## config.mk

```make
export PLATFORM = sky130hd
export DESIGN_NAME = bcd_scan_disp
export DESIGN_NICKNAME = d
export VERILOG_FILES = /design/src/rtl/bcd_disp_pkg.sv /design/src/rtl/bcd_to_7seg.sv /design/src/rtl/bcd_scan_disp.sv
export SDC_FILE = /design/constraint.sdc
export NUM_CORES = 1
export LEC_CHECK = 0
export BUFFER_PORTS_ARGS = -buffer_cell sky130_fd_sc_hd__buf_2
export CORE_MARGIN = 3
export CORE_UTILIZATION = 56
export DETAILED_ROUTE_END_ITERATION = 7
export PLACE_DENSITY = 0.9
export SETUP_SLACK_MARGIN = 0.4
export SLEW_MARGIN = 20
export SYNTH_ARGS = -nofsm -noshare
export SYNTH_HDL_FRONTEND = slang
export SYNTH_SLANG_ARGS = --single-unit
```

## constraint.sdc

```tcl
create_clock -name clk -period 4.4 [get_ports clk]
set_input_delay 0.22 -clock clk [delete_from_list [all_inputs] [get_ports clk]]
set_output_delay 0.22 -clock clk [all_outputs]
set_load 0.05 [all_outputs]
```

## src/rtl/bcd_disp_pkg.sv

```systemverilog
// Shared definitions for the two-digit BCD scan display: scan states and segment patterns.
package bcd_disp_pkg;

  typedef enum logic [1:0] {
    U_ON   = 2'd0,
    GAP_UT = 2'd1,
    T_ON   = 2'd2,
    GAP_TU = 2'd3
  } state_t;

  // Segment order is {g,f,e,d,c,b,a}, active-high
  localparam logic [6:0] SEG_0     = 7'h3F;
  localparam logic [6:0] SEG_1     = 7'h06;
  localparam logic [6:0] SEG_2     = 7'h5B;
  localparam logic [6:0] SEG_3     = 7'h4F;
  localparam logic [6:0] SEG_4     = 7'h66;
  localparam logic [6:0] SEG_5     = 7'h6D;
  localparam logic [6:0] SEG_6     = 7'h7D;
  localparam logic [6:0] SEG_7     = 7'h07;
  localparam logic [6:0] SEG_8     = 7'h7F;
  localparam logic [6:0] SEG_9     = 7'h6F;
  localparam logic [6:0] SEG_BLANK = 7'h00;

  function automatic int max2(input int a, input int b);
    return (a > b) ? a : b;
  endfunction

endpackage

```

## src/rtl/bcd_to_7seg.sv

```systemverilog
// Combinational BCD to 7-segment decoder; codes 10-15 produce a blank pattern.
module bcd_to_7seg
  import bcd_disp_pkg::*;
(
  input  logic [3:0] bcd,
  output logic [6:0] seg
);

  always_comb begin
    seg = SEG_BLANK;
    case (bcd)
      4'd0: seg = SEG_0;
      4'd1: seg = SEG_1;
      4'd2: seg = SEG_2;
      4'd3: seg = SEG_3;
      4'd4: seg = SEG_4;
      4'd5: seg = SEG_5;
      4'd6: seg = SEG_6;
      4'd7: seg = SEG_7;
      4'd8: seg = SEG_8;
      4'd9: seg = SEG_9;
      default: seg = SEG_BLANK;
    endcase
  end

endmodule

```

## src/rtl/bcd_scan_disp.sv

```systemverilog
// Two-digit multiplexed 7-segment scan driver with blanking gaps and a sticky bad-input flag.
// Define BCD_SCAN_LZ_BLANK_EN to blank a leading zero in the tens digit.
module bcd_scan_disp
  import bcd_disp_pkg::*;
#(
  parameter int DIV = 4,
  parameter int GAP = 1
) (
  input  logic       clk,
  input  logic       rst,
  input  logic       load,
  input  logic [3:0] d,
  input  logic [3:0] u,
  output logic [6:0] seg,
  output logic [1:0] an,
  output logic       err
);

  localparam int CW = $clog2(max2(DIV, GAP) + 1);
  localparam logic [CW-1:0] ON_LAST  = CW'(DIV - 1);
  localparam logic [CW-1:0] GAP_LAST = CW'((GAP > 0) ? (GAP - 1) : 0);

  state_t        state, state_n;
  logic [CW-1:0] cnt, cnt_n;
  logic [3:0]    tens_r, units_r;
  logic          err_r;
  logic [3:0]    dig_sel;
  logic [6:0]    dig_seg;
  logic          in_valid;

  assign in_valid = (d <= 4'd9) && (u <= 4'd9);

  // Invalid loads keep the displayed pair and only raise the flag
  always_ff @(posedge clk) begin
    if (rst) begin
      tens_r  <= 4'd0;
      units_r <= 4'd0;
      err_r   <= 1'b0;
    end else if (load) begin
      if (in_valid) begin
        tens_r  <= d;
        units_r <= u;
        err_r   <= 1'b0;
      end else begin
        err_r   <= 1'b1;
      end
    end
  end

  always_ff @(posedge clk) begin
    if (rst) begin
      state <= U_ON;
      cnt   <= '0;
    end else begin
      state <= state_n;
      cnt   <= cnt_n;
    end
  end

  // With GAP=0 the gap states are unreachable and ON phases alternate directly
  always_comb begin
    state_n = state;
    cnt_n   = cnt + CW'(1);
    case (state)
      U_ON: begin
        if (cnt == ON_LAST) begin
          state_n = (GAP > 0) ? GAP_UT : T_ON;
          cnt_n   = '0;
        end
      end
      GAP_UT: begin
        if (cnt == GAP_LAST) begin
          state_n = T_ON;
          cnt_n   = '0;
        end
      end
      T_ON: begin
        if (cnt == ON_LAST) begin
          state_n = (GAP > 0) ? GAP_TU : U_ON;
          cnt_n   = '0;
        end
      end
      GAP_TU: begin
        if (cnt == GAP_LAST) begin
          state_n = U_ON;
          cnt_n   = '0;
        end
      end
      default: begin
        state_n = U_ON;
        cnt_n   = '0;
      end
    endcase
  end

  assign dig_sel = (state == T_ON) ? tens_r : units_r;

  bcd_to_7seg u_dec (
    .bcd (dig_sel),
    .seg (dig_seg)
  );

  always_comb begin
    an  = 2'b00;
    seg = SEG_BLANK;
    case (state)
      U_ON: begin
        an  = 2'b01;
        seg = dig_seg;
      end
      T_ON: begin
`ifdef BCD_SCAN_LZ_BLANK_EN
        if (tens_r != 4'd0) begin
          an  = 2'b10;
          seg = dig_seg;
        end
`else
        an  = 2'b10;
        seg = dig_seg;
`endif
      end
      default: begin
        an  = 2'b00;
        seg = SEG_BLANK;
      end
    endcase
  end

  assign err = err_r;

endmodule
```

**Word-level counts from Yosys, hierarchy flattened**

Memories as Yosys holds them, arrays and structs flattened.
Cells that the tools add are included.

- Add/sub/neg operators: 1
- Magnitude comparators: 2
- Equal/unequal tests: 8
- Muxes and demuxes: 12
- Reduce and logical (&&, ||, !) cells: 7

Operators by type and width:

| operator | number |
|---|---|
| <= comparator 4 bit, second input constant | 2 |
| two-way mux 2 bit | 4 |
| != test 2 bit, second input constant | 4 |
| one-hot mux 2 bit (4 select lines) | 1 |
| two-way mux 7 bit | 1 |
| two-way mux 3 bit | 2 |
| one-hot mux 3 bit (2 select lines) | 1 |
| equality test 2 bit, second input constant | 2 |
| two-way mux 4 bit | 1 |
| one-hot mux 2 bit (2 select lines) | 1 |
| AND reduction 4 bit | 1 |
| OR reduction 2 bit | 2 |
| adder 3 x 1 -> 3 bit, second input constant | 1 |
| equality test 3 x 2 -> 1 bit, second input constant | 1 |
| logical NOT 3 bit | 1 |
| equality test 2 x 1 -> 1 bit, second input constant | 1 |
| logical NOT 2 bit | 1 |
| AND reduction 2 bit | 1 |
| logical AND 1 bit | 1 |
| two-way mux 1 bit | 1 |

- Flip-flop bits (word level): 14
- Bits in read-only memories: 112
- Output and inout bits: 10
- Memories: 1

Memories:

| memory | words | bits a word | read ports | clocked after Yosys merged registers in | wr ports | line | source |
|---|---|---|---|---|---|---|---|
| (name not given) | 16 | 7 | 1 | 0 | 0 | bcd_to_7seg.sv:11 | `case (bcd)` |

**Logic depth before layout (Yosys ltp)**

Gate-level depths: netlist of run 1.
An unclocked memory read counts as a cell.

- Depth after elaboration: 4
- Mapped depth: 9

**Modules after synthesis**

A second synthesis of run 1 with hierarchy kept.

- Cells, all modules: 111
- Area, all modules: 963.4 um^2

By module, submodules not included:

| module | instances | cells each | area an instance (um^2) |
|---|---|---|---|
| bcd_scan_disp | 1 | 85 | 762.0 |
| bcd_to_7seg | 1 | 26 | 201.4 |

**Least setup slack after synthesis of run 1**

Ideal clock, no wire load.

- Path type: reg2out
- Start: reg state[0]
- End: out seg[3]
- Arrival: 2974 ps
- Setup slack: 1206 ps
- Cell stages (with the launch flop): 7
- Buffers on the path: 1
- Cells stage by stage: dfxtp_1 -> inv_1 -> ha_1 -> buf_6 -> mux2i_1 -> ha_1 -> o31ai_1

- Cells in the longest elaborated chain, start to end: 4

RTL lines:

| item | line | source |
|---|---|---|
| start, declared | bcd_scan_disp.sv:23 | `state_t state, state_n;` |
| start signal, assigned | bcd_scan_disp.sv:55 | `state <= state_n;` |
| equality test 2 bit | bcd_scan_disp.sv:96, bcd_scan_disp.sv:106 |  |
| two-way mux 4 bit | bcd_scan_disp.sv:96 | `assign dig_sel = (state == T_ON) ? tens_r : units_r;` |
| memory (16 x 7 bit) | -- |  |
| two-way mux 7 bit (*) | bcd_scan_disp.sv:106 | `case (state)` |
| end, declared | bcd_scan_disp.sv:14 | `output logic [6:0] seg,` |

Mark *: on every way between the ends. The rest lies on a longest branch, timed or not.

**Worst setup path in the final report of run 1**

- Start: reg state[0]
- End: out seg[5]

The elaborated chain is that of the path after synthesis.

==> reports/summary.txt, run 1 <==
Residual DRC - 0
Place WS - 1.734 ns
Clk_skew - 0.0001635 ns
Vias per inst - 5.577
Met1 Routed Length - 852 um
Initial Utilization - 0.6112
Cell taking the most area after synthesis - dfxtp_1
Setup slack after layout - 1.424 ns
Final period util - 0.6764
Skew-Pair Late Insertion Delay - 0.27 ns
Area Growth Syn to Fin - 13.01%
Slew headroom - 0.7095
FF-to-FF setup slack - 2.55 ns
Count of cell types in the netlist - 30
Mapped Cells - 106
Footprint of the multi-input gates - 611.8 um^2
CP delay by family, top - adder cells
Fin. Hold Viols - 0
WL met3 - 91 um
Wire per inst - 12.65 um
Clk pin slew, worst setup/hold paths - 0.07 ns
Worst Setup End Kind - output port
Synth Register Bits - 14
Min Tclk post-route - 2.976 ns
Final WL - 1.796 mm
Max stage delay on crit path - 0.47 ns
Width of the die - 47.02 um
Share of cells above drive strength 1 - 0.2222
Hold Crit Class - in -> reg
Vias in the first global route - 694
Placer Congestion - 0.7654
GRT Util Overall - 0.1919
Die height - 47.02 um
Top routing layer in use - met4
Final setup TNS - 0 ns
CTS Buffer Depth - 2
Synth top area cells - dfxtp_1 30%, ha_1 17%, mux2i_1 7.4%
Final setup vio count - 0
Total CTS buffers - 3
CTS root buf - clkbuf_4
Register area share after synthesis - 0.2975
LEAKAGE - 0.4832 nW
Total Nets Final - 152
Total grt overflow - 0
Core ar. - 0.001541 mm^2
Initial antenna violation count - 0
Die Footprint - 0.002210 mm^2
Min Hold Slack - 0.1880 ns
Slowest cell on the critical path - mux2i_1
Final ANT Viol Nets - 0
Synthesized area - 942.2 um^2
Pwr per Cell Area - 347.6 mW/mm^2
Largest net degree at the start of global routing - 14
CP max FO - 8
Placed wire-length estimate - 1.466 mm
Register area - 280.3 um^2
Cts repair resizes - 0
Synthesis Warnings - 0
Worst path buffer plus inverter count - 3
CTS tree - yes
VDD IR max - 0.2214 mV
Syn_area_per_cell - 8.888 um^2
# IOs - 21
Worst Path Arrival - 2.76 ns
Initial drt markers - 18
Crit path required time - 4.18 ns
Filler cells - 120
Ant diodes - 0
Synthesized Nets - 130
# H-tree levels - 1
Critical path class - reg -> out
Postcts setup bufs - 0
CP Cell Sequence - inv_1, ha_1, mux2i_1, inv_1, ha_1, or3_1, o21ai_0, buf_2
CTS Sinks - 14
Max-Cap Viols - 0
Rows - 14
Yosys top cell area share - 0.2975
Worst-Margin Slew - 0.4237 ns
Drt first pass iters - 4
Vias - 792
First-pass GRT wire length - 2.925 mm
# hold bufs at CTS - 0
Final Max Slew Viols - 0
F_max - 336.0 MHz
Routed length on met2 - 830 um
CP startpoint kind - flip-flop
Number of port buffers - 20
RSZ-0062 raised after global routing - no
Status - complete, no violations
[where the power goes]
part | internal, mW | total (mW) | switching (mW)
clock network | 0.0316 | 0.0667 | 0.0351
logic | 0.0499 | 0.159 | 0.109
registers | 0.137 | 0.144 | 0.00706
total | 0.219 | 0.370 | 0.152
[cells by family after synthesis]
| logic type | Yosys count | share of synthesized area |
|---|---|---|
| compound gates | 22 | 0.1461 |
| xor+xnor | 1 | 0.009298 |
| fa+ha+maj | 13 | 0.1726 |
| buf+inv | 11 | 0.05311 |
| flops | 14 | 0.2975 |
| mux | 10 | 0.1381 |
| simple gates | 35 | 0.1833 |
[synthesized netlist by cell type, drive strengths merged]
| cell type | count |
|---|---|
| a211oi | 3 |
| dfxtp | 14 |
| o21ai | 7 |
| a2bb2oi | 1 |
| o21bai | 1 |
| a21oi | 4 |
| mux2i | 9 |
| and3 | 1 |
| nor2b | 2 |
| a31oi | 1 |
| a22oi | 1 |
| nand2 | 4 |
| or2 | 1 |
| and3b | 1 |
| o31ai | 2 |
| nor2 | 16 |
| clkbuf | 1 |
| nor3 | 5 |
| o22a | 1 |
| mux2 | 1 |
| ha | 13 |
| inv | 8 |
| xnor2 | 1 |
| or3 | 2 |
| nand2b | 1 |
| buf | 2 |
| o22ai | 1 |
| and2 | 2 |
[cells in the final DEF, fill, tap and decap left out]
cell type,instances
o21bai_1,1
or2_2,1
nor2_1,16
mux2_4,1
nor2b_1,2
inv_1,8
buf_2,20
a22oi_1,1
clkbuf_4,3
o31ai_1,2
and3_1,1
o21ai_0,7
a211oi_1,3
nand2b_4,1
nand2_1,4
mux2i_4,2
and3b_1,1
nor3_1,5
ha_1,13
dfxtp_1,14
xnor2_1,1
a2bb2oi_1,1
or3_1,2
o22ai_1,1
a21oi_1,4
a31oi_1,1
o22a_1,1
and2_1,2
mux2i_1,7
[stage by stage]
step / area (um^2) / instances / utilization / total power [mW]
floorplan: 942.2 / 106 / - / 0.2718
global placement: 1042 / 139 / 0.6761 / 0.3000
detailed placement: 1042 / 139 / 0.6761 / 0.3058
CTS: 1065 / 142 / 0.6907 / 0.3732
global route: 1065 / 142 / 0.6907 / 0.3957
finish: 1065 / 142 / 0.6907 / 0.3701
[tightest hold or removal path: stages]
cell,delay (ns)
buf_2,0.08
mux2i_1,0.06
nor2_1,0.07
[registers in the layout, indices dropped and copies added (netlist names)]
signal,count
tens_r,4
err,1
state,2
cnt,3
units_r,4
[area by class of cell]
class,instances,share of cell area
Timing Repair Buffer,20,0.09401
Inverter,8,0.02820
Clock buffer,3,0.02115
Sequential cell,14,0.2632
Tap cell,16,0.01880
Multi-Input combinational cell,81,0.5746
[routing by layer]
layer / vias to the layer above / global-route usage
met3: 2 / 0.03448
li1: 409 / -
met5: - / 0
met4: 0 / 0.1160
met1: 354 / 0.2367
met2: 27 / 0.3089
[path summary, 6_finish.rpt]
check / startpoint / to / cells after the start
worst max-delay path: state[0]$_SDFFE_PP0P_ / seg[5] / 8
worst min-delay path: u[0] / units_r[0]$_SDFFE_PP0P_ / 3
worst min register to register: err$_SDFFE_PP0P_ / err$_SDFFE_PP0P_ / 2
worst max register to register: state[0]$_SDFFE_PP0P_ / state[1]$_SDFFE_PP0P_ / 6
(Power assumes the default switching activity.)
==> run 2: changes to the inputs <==
--- a/config.mk
+++ b/config.mk
@@ -7,9 +7,9 @@
 export LEC_CHECK = 0
 export BUFFER_PORTS_ARGS = -buffer_cell sky130_fd_sc_hd__buf_2
 export CORE_MARGIN = 3
-export CORE_UTILIZATION = 56
+export CORE_UTILIZATION = 52
 export DETAILED_ROUTE_END_ITERATION = 7
-export PLACE_DENSITY = 0.9
+export PLACE_DENSITY = 0.85
 export SETUP_SLACK_MARGIN = 0.4
 export SLEW_MARGIN = 20
 export SYNTH_ARGS = -nofsm -noshare
==> constraint.sdc (replaced) <==
create_clock -name clk -period 3.07 [get_ports clk]
set_input_delay 0.1535 -clock clk [delete_from_list [all_inputs] [get_ports clk]]
set_output_delay 0.1535 -clock clk [all_outputs]
set_load 0.05 [all_outputs]
==> run 2 against run 1 <==
Effect of this change: clock power increased by 95%; die area grew 6.7%; sequential share of layout area shrank 1.8 points; utilization up 1.7 points; critical endpoint unchanged; largest cell class unchanged; largest power group unchanged.
==> reports/summary.txt, run 2 (same netlist as run 1, synthesis figures left out) <==
Clock power frac - 0.225 (+0.045)
Flop pwr share - 0.358 (-0.031)
Routed length on met2 - 856 um (+3.1%)
Largest regs - tens_r (4), units_r (4), cnt (3)
Final period util - 0.8248
Max-Cap Viols - 0 (unchanged)
Initial antenna violation count - 0 (unchanged)
CP max FO - 8 (unchanged)
Int Pwr - 0.3471 mW (+59%)
Die Footprint - 0.002359 mm^2 (+6.7%)
Total CTS buffers - 3 (unchanged)
# hold bufs at CTS - 0 (unchanged)
Inst Count DP - 147 (+5.8%)
CP Cell Sequence - inv_1, ha_4, mux2i_4, inv_1, ha_1, or3_1, o21ai_2, buf_2
Status - complete, no violations
Skew-Pair Late Insertion Delay - 0.27 ns (about the same)
Rows - 14 (unchanged)
Final ANT Viol Nets - 0 (unchanged)
LEAKAGE - 0.4997 nW (+3.4%)
Wire per inst - 12.14 um (-4.0%)
Residual DRC - 0 (unchanged)
Filler cells - 138 (+15%)
Vias - 768 (-3.0%)
CTS tree - yes
Total grt overflow - 0 (unchanged)
Commonest non-fill, non-tap cell in the layout - buf_2
CTS Buffer Depth - 2 (unchanged)
Top routing layer in use - met4
Final setup vio count - 0 (unchanged)
Number of port buffers - 20 (unchanged)
Initial Utilization - 0.5846 (-0.02657)
VDD IR max - 0.3430 mV (+55%)
Most Frequent Cell on Critical Path - inv_1
Clk pin slew, worst setup/hold paths - 0.09 ns (+0.02 ns)
Placer Congestion - 0.7856 (+2.6%)
Min Tclk post-route - 2.532 ns
Finished Layout Cells - 151 (+6.3%)
Worst-Margin Slew - 0.6496 ns (+0.2259 ns)
Hold Crit Class - in -> reg
Critical path class - reg -> out
Slowest cell on the critical path - or3_1
Place WS - 0.5156 ns (-1.219 ns)
Met1 Routed Length - 867 um (+1.8%)
Ant diodes - 0 (unchanged)
Sw power - 0.2327 mW (+54%)
Die height - 48.57 um (+3.3%)
Footprint of the multi-input gates - 664.4 um^2 (+8.6%)
Total Nets Final - 152 (unchanged)
CTS Sinks - 14 (unchanged)
Final Max Slew Viols - 0 (unchanged)
Worst Path Arrival - 2.38 ns (-0.38 ns)
Setup slack after layout - 0.5380 ns (-0.8859 ns)
Drt first pass iters - 4 (unchanged)
Switching Share - 0.4013 (-0.008199)
Final setup TNS - 0 ns (unchanged)
WL met3 - 98 um (+7.7%)
CTS root buf - clkbuf_4
First-pass GRT wire length - 2.980 mm (+1.9%)
Vias per inst - 5.086 (-8.8%)
Max stage delay on crit path - 0.41 ns (-0.06 ns)
# H-tree levels - 1 (unchanged)
Crit path required time - 2.92 ns (-1.26 ns)
GRT Util Overall - 0.1565 (-0.03535)
# IOs - 21 (unchanged)
Commonest non-fill, non-tap cells in the layout - 20 x buf_2, 16 x nor2_1, 14 x dfxtp_1
RSZ-0062 raised after global routing - no
Clk_skew - 0.0003750 ns (+0.0002115 ns)
Final WL - 1.833 mm (+2.1%)
Cts repair resizes - 2 (+2)
Share of cells above drive strength 1 - 0.2913 (+0.06912)
Slew headroom - 0.5624 (-0.1471)
Area Growth Syn to Fin - 21.12%
Register area - 280.3 um^2 (unchanged)
Vias in the first global route - 703 (+1.3%)
Postcts setup bufs - 0 (unchanged)
Core ar. - 0.001612 mm^2 (+4.5%)
F_max - 394.9 MHz
Width of the die - 48.57 um (+3.3%)
Worst Setup End Kind - output port
Pwr per Cell Area - 508.1 mW/mm^2 (+46%)
CP startpoint kind - flip-flop
Initial drt markers - 17 (-1)
Largest net degree at the start of global routing - 14 (unchanged)
Placed wire-length estimate - 1.488 mm (+1.5%)
Fin. Hold Viols - 0 (unchanged)
Gate power share - 0.417 (-0.013)
==> run 2: cell count changes in the layout (fill, tap and decap cells not counted) <==
cell      change
o21ai_2       +2
ha_1          -1
o22ai_1       -1
mux2i_1       -1
o31ai_1       -2
o31ai_2       +2
o22ai_2       +1
a21oi_2       +1
clkbuf_8      +1
mux2i_4       +1
a21oi_1       -1
ha_4          +1
o21ai_0       -2
==> run 2: cell type report <==
type,count,area share
sequential,14,0.2456
multi-input combinational,81,0.5822
clock buffer,4,0.03180
tap,24,0.02632
inverter,8,0.02632
timing repair buffer,20,0.08772
==> run 2: through the flow <==
stage               hold slack (ns)  power (mW)    util  cell area (um^2)
finish                       0.1105      0.5798  0.7081              1141
global route                 0.1240      0.6134  0.7081              1141
CTS                          0.1082      0.5820  0.6964              1122
detailed placement           0.3993      0.4508  0.6700              1080
global placement             0.3873      0.4437  0.6700              1080
floorplan                    0.2328      0.4023       -             969.7
==> run 2: power by group through the flow <==
stage | Combinational [mW] | Clock, mW | Sequential, mW
after floorplan | 0.190 | 0 | 0.212
after global placement | 0.234 | 0 | 0.210
after detailed placement | 0.240 | 0 | 0.211
after CTS | 0.241 | 0.134 | 0.207
after global routing | 0.262 | 0.142 | 0.209
final | 0.242 | 0.130 | 0.208
==> run 2: path summary, 6_finish.rpt <==
check | startpoint | cells after the start | to | slack, ns
min reg2reg | err$_SDFFE_PP0P_ | 2 | err$_SDFFE_PP0P_ | 0.50
max | state[0]$_SDFFE_PP0P_ | 8 | seg[5] | 0.54
max reg2reg | state[0]$_SDFFE_PP0P_ | 6 | state[1]$_SDFFE_PP0P_ | 1.27
min | u[0] | 3 | units_r[0]$_SDFFE_PP0P_ | 0.11
==> run 2: routing by layer <==
metal,vias up,track usage
met3,2,0.02761
met5,-,0
met2,27,0.2638
met1,332,0.2053
li1,407,-
met4,0,0.04265
==> run 2: critical path: cells and delay by family, from the launching register on <==
| kind | cells | cell delay (ns) |
|---|---|---|
| buffers and inverters | 3 | 0.50 |
| adders and majority gates | 2 | 0.45 |
| and+or+nand+nor | 1 | 0.41 |
| DFF | 1 | 0.35 |
| muxes | 1 | 0.32 |
| AOI/OAI and AO/OA | 1 | 0.07 |
